$ cat config.mk
export PLATFORM = sky130hd
export DESIGN_NAME = motoro3_line_pwm_ramp_flat
export DESIGN_NICKNAME = d
export VERILOG_FILES = /design/src/rtl/motoro3_line_pwm_ramp_if.sv /design/src/rtl/motoro3_line_pwm_ramp.sv /design/src/flat_wrapper.sv
export SDC_FILE = /design/constraint.sdc
export NUM_CORES = 1
export LEC_CHECK = 0
export ABC_AREA = 1
export CORE_UTILIZATION = 35
export CTS_CLUSTER_SIZE = 24
export DETAILED_ROUTE_END_ITERATION = 12
export PLACE_DENSITY = 0.5
export SLEW_MARGIN = 10
export SYNTH_ARGS = -nofsm -noshare
export SYNTH_HDL_FRONTEND = slang
export SYNTH_SLANG_ARGS = --single-unit
$ cat constraint.sdc
create_clock -name clk -period 6.2 [get_ports clk]
set_input_delay 1.24 -clock clk [delete_from_list [all_inputs] [get_ports clk]]
set_output_delay 1.24 -clock clk [all_outputs]
set_load 0.02 [all_outputs]
$ cat src/rtl/motoro3_line_pwm_ramp_if.sv
// Bundle between the PWM ramp stage and its driver: run controls and slope in,
// segment index, ticks and the PWM pin out.
interface motoro3_line_pwm_ramp_if;
  logic        en;
  logic [7:0]  pwmLen;
  logic [7:0]  pwmMin;
  logic [15:0] lcConst;
  logic [3:0]  lcStep;
  logic        stepTick;
  logic        periodTick;
  logic        pwmOut;
  logic        busy;

  modport master (
    output en, pwmLen, pwmMin, lcConst,
    input  lcStep, stepTick, periodTick, pwmOut, busy
  );

  modport slave (
    input  en, pwmLen, pwmMin, lcConst,
    output lcStep, stepTick, periodTick, pwmOut, busy
  );
endinterface

$ cat src/rtl/motoro3_line_pwm_ramp.sv
// One-phase PWM generator whose duty ramps linearly across a line segment of
// SEG_PERIODS periods; owns the segment index fed back to the line-calc stage.
module motoro3_line_pwm_ramp #(
  parameter int SEG_PERIODS = 4
) (
  input  logic                     clk,
  input  logic                     rst,
  motoro3_line_pwm_ramp_if.slave   bus
);

  typedef enum logic {IDLE, RUN} state_t;

  localparam logic [7:0] SEG_LAST = 8'(SEG_PERIODS - 1);

  state_t      state, state_nxt;
  logic [7:0]  cnt, cnt_nxt;
  logic [7:0]  period_cnt, period_cnt_nxt;
  logic [7:0]  len_reg, len_nxt;
  logic [7:0]  duty_reg, duty_nxt;
  logic [15:0] acc, acc_nxt;
  logic [3:0]  lc_step, lc_step_nxt;
  logic        step_tick, step_tick_nxt;
  logic        period_tick, period_tick_nxt;
  logic        pwm_out, pwm_nxt;
  logic        busy, busy_nxt;

  logic [16:0] acc_sum;
  logic [15:0] acc_sat;
  logic [8:0]  ramp_sum;
  logic [7:0]  ramp_duty, base_duty;
  logic        period_end, seg_end;

  // Slope accumulator saturates instead of wrapping so a steep slope pins the
  // duty at the period length rather than collapsing back to pwmMin.
  assign acc_sum    = {1'b0, acc} + {1'b0, bus.lcConst};
  assign acc_sat    = acc_sum[16] ? 16'hFFFF : acc_sum[15:0];
  assign ramp_sum   = {1'b0, bus.pwmMin} + {1'b0, acc_sat[15:8]};
  assign ramp_duty  = (ramp_sum > {1'b0, bus.pwmLen}) ? bus.pwmLen : ramp_sum[7:0];
  assign base_duty  = (bus.pwmMin > bus.pwmLen) ? bus.pwmLen : bus.pwmMin;
  assign period_end = (len_reg != 8'd0) && (cnt == len_reg - 8'd1);
  assign seg_end    = (period_cnt == SEG_LAST);

  always_comb begin
    state_nxt       = state;
    cnt_nxt         = cnt;
    period_cnt_nxt  = period_cnt;
    len_nxt         = len_reg;
    duty_nxt        = duty_reg;
    acc_nxt         = acc;
    lc_step_nxt     = lc_step;
    step_tick_nxt   = 1'b0;
    period_tick_nxt = 1'b0;
    pwm_nxt         = 1'b0;
    busy_nxt        = 1'b0;
    case (state)
      IDLE: begin
        if (bus.en) begin
          state_nxt      = RUN;
          cnt_nxt        = 8'd0;
          period_cnt_nxt = 8'd0;
          acc_nxt        = 16'd0;
          len_nxt        = bus.pwmLen;
          duty_nxt       = base_duty;
          busy_nxt       = 1'b1;
        end
      end
      RUN: begin
        if (!bus.en) begin
          // lc_step deliberately kept so a restart resumes the same segment
          state_nxt      = IDLE;
          cnt_nxt        = 8'd0;
          period_cnt_nxt = 8'd0;
          acc_nxt        = 16'd0;
        end else if (len_reg == 8'd0) begin
          busy_nxt = 1'b1;
          cnt_nxt  = 8'd0;
          len_nxt  = bus.pwmLen;
        end else begin
          busy_nxt = 1'b1;
          pwm_nxt  = (cnt < duty_reg);
          if (period_end) begin
            cnt_nxt         = 8'd0;
            period_tick_nxt = 1'b1;
            len_nxt         = bus.pwmLen;
            if (seg_end) begin
              period_cnt_nxt = 8'd0;
              acc_nxt        = 16'd0;
              duty_nxt       = base_duty;
              lc_step_nxt    = lc_step + 4'd1;
              step_tick_nxt  = 1'b1;
            end else begin
              period_cnt_nxt = period_cnt + 8'd1;
              acc_nxt        = acc_sat;
              duty_nxt       = ramp_duty;
            end
          end else begin
            cnt_nxt = cnt + 8'd1;
          end
        end
      end
      default: state_nxt = IDLE;
    endcase
  end

  always_ff @(posedge clk or posedge rst) begin
    if (rst) begin
      state       <= IDLE;
      cnt         <= 8'd0;
      period_cnt  <= 8'd0;
      len_reg     <= 8'd0;
      duty_reg    <= 8'd0;
      acc         <= 16'd0;
      lc_step     <= 4'd0;
      step_tick   <= 1'b0;
      period_tick <= 1'b0;
      pwm_out     <= 1'b0;
      busy        <= 1'b0;
    end else begin
      state       <= state_nxt;
      cnt         <= cnt_nxt;
      period_cnt  <= period_cnt_nxt;
      len_reg     <= len_nxt;
      duty_reg    <= duty_nxt;
      acc         <= acc_nxt;
      lc_step     <= lc_step_nxt;
      step_tick   <= step_tick_nxt;
      period_tick <= period_tick_nxt;
      pwm_out     <= pwm_nxt;
      busy        <= busy_nxt;
    end
  end

  assign bus.lcStep     = lc_step;
  assign bus.stepTick   = step_tick;
  assign bus.periodTick = period_tick;
  assign bus.pwmOut     = pwm_out;
  assign bus.busy       = busy;

endmodule

$ cat src/flat_wrapper.sv
// flat-port wrapper written by rule: the top's interface ports become plain ports
module motoro3_line_pwm_ramp_flat 
#(
  parameter int SEG_PERIODS = 4
)
  (clk, rst, bus_en, bus_pwmLen, bus_pwmMin, bus_lcConst, bus_lcStep, bus_stepTick, bus_periodTick, bus_pwmOut, bus_busy);
  motoro3_line_pwm_ramp_if bus_i ();
  input  logic clk;
  input  logic rst;
  input wire logic [$bits(bus_i.en)-1:0] bus_en;
  input wire logic [$bits(bus_i.pwmLen)-1:0] bus_pwmLen;
  input wire logic [$bits(bus_i.pwmMin)-1:0] bus_pwmMin;
  input wire logic [$bits(bus_i.lcConst)-1:0] bus_lcConst;
  output wire logic [$bits(bus_i.lcStep)-1:0] bus_lcStep;
  output wire logic [$bits(bus_i.stepTick)-1:0] bus_stepTick;
  output wire logic [$bits(bus_i.periodTick)-1:0] bus_periodTick;
  output wire logic [$bits(bus_i.pwmOut)-1:0] bus_pwmOut;
  output wire logic [$bits(bus_i.busy)-1:0] bus_busy;
  assign bus_i.en = bus_en;
  assign bus_i.pwmLen = bus_pwmLen;
  assign bus_i.pwmMin = bus_pwmMin;
  assign bus_i.lcConst = bus_lcConst;
  assign bus_lcStep = bus_i.lcStep;
  assign bus_stepTick = bus_i.stepTick;
  assign bus_periodTick = bus_i.periodTick;
  assign bus_pwmOut = bus_i.pwmOut;
  assign bus_busy = bus_i.busy;
  motoro3_line_pwm_ramp #(.SEG_PERIODS(SEG_PERIODS)) u_core (.clk(clk), .rst(rst), .bus(bus_i));
endmodule
[Yosys cells after proc, flatten, opt, wreduce, memory -nomap -nowiden]
Index checks and enable logic that the tools add are counted.
Word-level totals
  register bits after elaboration: 56
  input port bits: 35
  output and inout port bits: 8
  logic and storage cells: 80
Cells by class
  add/sub/neg operators: 6
  magnitude comparators: 3
  equal/unequal tests: 9
  muxes and demuxes: 43
  bitwise logic cells: 2
  reductions and logical operators: 7
Operators by type and width (count)
  $mux 8: 19
  $mux 16: 6
  $pmux 8 s2: 4
  $pmux 16 s2: 1
  $add 16x16->17: 1
  $add 8x1->8 const B: 2
  $mux 1: 13
  $add 8x8->9: 1
  $gt 9x8->1: 1
  $ne 3x3->1 const B: 3
  $eq 8x2->1 const B: 1
  $eq 8x8->1: 1
  $gt 8x8->1: 1
  $logic_not 8->1: 1
  $lt 8x8->1: 1
  $ne 2x2->1 const B: 4
  $reduce_bool 8->1: 1
  $sub 8x1->8 const B: 1
  $reduce_and 3->1: 2
  $reduce_and 5->1: 1
  $add 4x1->4 const B: 1
  $reduce_and 4->1: 1
  $not 1->1: 2
  $logic_and 1x1->1: 1

[Depth between registers and ports, before layout]
Gate-level depths: netlist (run 1).
  word-level depth: 10
  depth in mapped cells: 31
  mapped depth without buffers: 31

[Worst setup path before layout (run 1)]
OpenSTA, ideal clock, no wires.
  kind: input to register
  from: in bus_lcConst[0]
  to: reg u_core.duty_reg[0]
  setup time: 0.116 ns
  arrival: 4.945 ns
  required time: 6.084 ns
  path slack: 1.139 ns
  stages on the path: 28
  buffers on the path: 1
  cell sequence: ha_1 fa_1 nand3_1 nand3_1 nand2_1 nand3_1 nand3_1 nor3b_1 buf_2 o21ai_0 ha_1 a21oi_1 or2_2 nand4_1 nand2_1 ha_1 nand2_1 nor2_1 nand2_1 nand3_1 nand2_1 nand2_1 nand2_1 nand3_1 nand2_1 nand3_1 nand2_1 nand2_1
On the way
  longest elaborated chain between the ends: 10
RTL lines
  start: declaration: line flat_wrapper.sv:13  | input wire logic [$bits(bus_i.lcConst)-1:0] bus_lcConst;
  $add 16x16->17 (*): line motoro3_line_pwm_ramp.sv:35  | assign acc_sum = {1'b0, acc} + {1'b0, bus.lcConst};
  $mux 16 (*): line motoro3_line_pwm_ramp.sv:36  | assign acc_sat = acc_sum[16] ? 16'hFFFF : acc_sum[15:0];
  $add 8x8->9 (*): line motoro3_line_pwm_ramp.sv:37  | assign ramp_sum = {1'b0, bus.pwmMin} + {1'b0, acc_sat[15:8]};
  $gt 9x8->1: line motoro3_line_pwm_ramp.sv:38  | assign ramp_duty = (ramp_sum > {1'b0, bus.pwmLen}) ? bus.pwmLen : ramp_sum[7:0];
  $mux 8 (*): line motoro3_line_pwm_ramp.sv:38
  $mux 8 (*): line motoro3_line_pwm_ramp.sv:85  | if (seg_end) begin
  $mux 8 (*): line motoro3_line_pwm_ramp.sv:81  | if (period_end) begin
  $mux 8 (*): line motoro3_line_pwm_ramp.sv:74  | end else if (len_reg == 8'd0) begin
  $mux 8 (*): line motoro3_line_pwm_ramp.sv:68  | if (!bus.en) begin
  $pmux 8 s2 (*): line motoro3_line_pwm_ramp.sv:55  | case (state)
  end signal: assignment: line motoro3_line_pwm_ramp.sv:123  | duty_reg <= duty_nxt;
  end: declaration: line motoro3_line_pwm_ramp.sv:19  | logic [7:0] duty_reg, duty_nxt;
Every way passes the cells marked *; elsewhere a longest branch is shown, timed or not. The select of a mux whose other input is x is not followed.
A chain may end at the register's enable or synchronous reset.

[Worst setup path after layout (run 1)]
Same ends and word-level chain as after synthesis.

==> impl_metrics.ini, run 1 <==
[timing]
relSlewSlack = 0.198
finalSetupViolations = 0
max_freq_mhz = 176
clock_skew_ps = 7.03
timing.final.crit_share = 0.916
slew_violations = 0
setup_slack_ps = 524
worst_pin_slew_ps = 1200
setup_tns_ps = 0
min_period_ps = 5680
rsz0062_at_grt = no
hold_viol_final = 0

[power]
power_density_nw_per_um2 = 193
p_leak_nw = 3.09
peakVddDrop_mv = 0.0949

[clock_network]
cts_setup_buffers = 0
clock_sinks = 56
cts.path.max_buffers = 2
cts-root-buf = clkbuf_16
htree_levels = 2
clk_pin_slew_ps = 70
cts_tree = built
cts-hold-fix-buffers = 0
clk_latency_ps = 310
numCtsBuffers = 5

[global_route]
grt_util_all_layers = 0.193
antenna_found_initial = 0
grt_pass1_wl_um = 22200
grt_overflow_total = 0
grt_max_degree = 57
grt_pass1_vias = 4583

[drt]
routed_via_density = 5.00
finalWirelength_um = 12900
wl_per_cell_um = 13.8
vias = 4697
antenna_left = 0
dr.pass1.iters = 9
post-route-drc-count = 2
drt_iter0_drc = 294

[setup_path]
critical_path_arrival_ps = 5880
reg2regPathDepth = 28
path_class = input port to flip-flop
critPathSlowestCell = ha_1
timing.rr.end = u_core.duty_reg[0]$_DFFE_PP0P_
path_buf_inv = 3
critPathCapture = u_core.duty_reg[0]$_DFFE_PP0P_
reg2reg_slack_ps = 1490
crit_fanout = 8
startpoint = bus_lcConst[0]
cp.required_ps = 6410
worstSetupStartpointType = input port
cpMostUsedCell = nand2_1
cp_num_cells = 29
cp-end-kind = flip-flop
slowest_delay_ps = 440
critical_path.top_delay_family = simple AND/OR/NAND/NOR gates
r2r_start = u_core.acc[0]$_DFFE_PP0P_

[yosys]
syn-mean-instance-area_sq_um = 6.90
synthArstFlopShare = 1.00
yosys_warnings = 0
synth_edf_count = 0
synth_flop_cell = dfrtp_1
netlist.top_cell.by_area = dfrtp_1
synthesis.area_sq_um = 4940
ys_seq_elements = 56
synth_area_leaders = dfrtp_1 28%, nand2_1 17%, ha_1 13%, inv_1 6.9%, nand3_1 6.7%
ys_seq_area_frac = 0.284
syn_inst = 715
syn_nets = 805
yosys.area.top_type_share = 0.284
synth_cell_types = 38

[layout]
final_cell_mix = 220 x nand2_1, 90 x inv_1, 65 x nand3_1
largest_reg_flops = 16
antenna_cells = 0
regMostFlops = u_core.acc
final_layout_size_suffix_gt1_frac = 0.0422
final_area_sq_um = 5700
finalNetCount = 848
final_common_cell = nand2_1
syn_to_final_growth_pct = 15.5

[floorplan]
initial_core_util = 0.357
die_y_um = 121
die_w_um = 121
ioPinCount = 43
rows = 43
core_sq_um = 13800
die-area_sq_um = 14600

[placement]
place_congestion = 0.906
io_buffers = 42
pre_cts_ws_ps = 209
dpl.hpwl_um = 10300
place_area_sq_um = 5540

[outcome]
status = finished with violations
violations = DRC

[hold_path]
min_path_type = flip-flop to flip-flop
min_from = u_core.acc[9]$_DFFE_PP0P_

[run]
drv_cap = 0
[cells by family after synthesis]
family                     count (synthesis)  share of synthesized area
adders and majority gates                 55                      0.142
DFF                                       56                      0.284
buffers and inverters                    105                     0.0872
and+or+nand+nor                          394                      0.347
AOI/OAI and AO/OA                         78                     0.0915
xor gates and xnor gates                  27                     0.0479
[worst min path at each step]
stage,slack (ps),end,cells after the start
finish,480,u_core.acc[9]$_DFFE_PP0P_,2
detailed placement,470,u_core.acc[9]$_DFFE_PP0P_,2
CTS,480,u_core.acc[9]$_DFFE_PP0P_,2
floorplan,450,u_core.acc[10]$_DFFE_PP0P_,2
global placement,460,u_core.acc[10]$_DFFE_PP0P_,2
global route,510,u_core.acc[15]$_DFFE_PP0P_,2
[what timing repair did]
action | 4_1_cts | 5_1_grt
endpoints found under the hold margin | 0 | 0
setup endpoints to repair | 0 | 8
gates resized for setup | 0 | 1
[stage by stage]
| stage | util | std cells | power [mW] | hold WS [ps] |
|---|---|---|---|---|
| finish | 0.412 | 939 | 1.10 | 477 |
| global route | 0.412 | 939 | 1.19 | 513 |
| CTS | 0.412 | 939 | 1.11 | 485 |
| detailed placement | 0.401 | 931 | 0.802 | 467 |
| global placement | 0.401 | 931 | 0.797 | 461 |
| floorplan | - | 715 | 0.694 | 446 |
[metal layers]
| metal | up-vias | share of wire | track usage |
|---|---|---|---|
| li1 | 2408 | - | - |
| met1 | 2204 | 0.50 | 0.257 |
| met2 | 74 | 0.46 | 0.322 |
| met3 | 11 | 0.029 | 0.0269 |
| met4 | 0 | 0.013 | 0.0563 |
| met5 | - | 0 | 0 |
[synthesized netlist by cell type, drive strengths merged, types with 4 or more instances]
library cell  instances
nand2               225
nand3                67
a31oi                 4
dfrtp                56
inv                  93
a21oi                32
nor3                  8
ha                   53
buf                   7
o21ai                25
xor2                 19
nand4                22
nor2                 66
o21bai                6
xnor2                 8
[where the power goes]
part	switching, mW	internal [mW]	leakage [nW]	total (mW)
sequential	0.0280	0.393	0.745	0.421
combinational	0.232	0.142	2.28	0.373
clock	0.146	0.161	0.0691	0.307
total	0.405	0.696	3.09	1.10
[worst min-delay path: cells and delay by family (launching register included)]
family	cells	cell delay, ps
DFF	1	350
and+or+nand+nor	2	100
[area by class of cell]
cell class              instances  area [sq um]
flip-flops and latches         56          1400
fillers                      1464          8130
well taps                     180           225
inverters                      95           359
repair buffers                 46           450
multi-input cells             554          3110
clock buffers                   6           139
clock inverters                 2          15.0
Power figures use the tool's default switching activity.
==> inputs of run 2 (changes only) <==
--- a/config.mk
+++ b/config.mk
@@ -7,6 +7,7 @@
 export LEC_CHECK = 0
 export ABC_AREA = 1
 export CORE_UTILIZATION = 35
+export CTS_CLUSTER_DIAMETER = 40
 export CTS_CLUSTER_SIZE = 24
 export DETAILED_ROUTE_END_ITERATION = 12
 export PLACE_DENSITY = 0.5
==> results of run 2 <==
Final layout, timing and power as in run 1 (identical DEF).
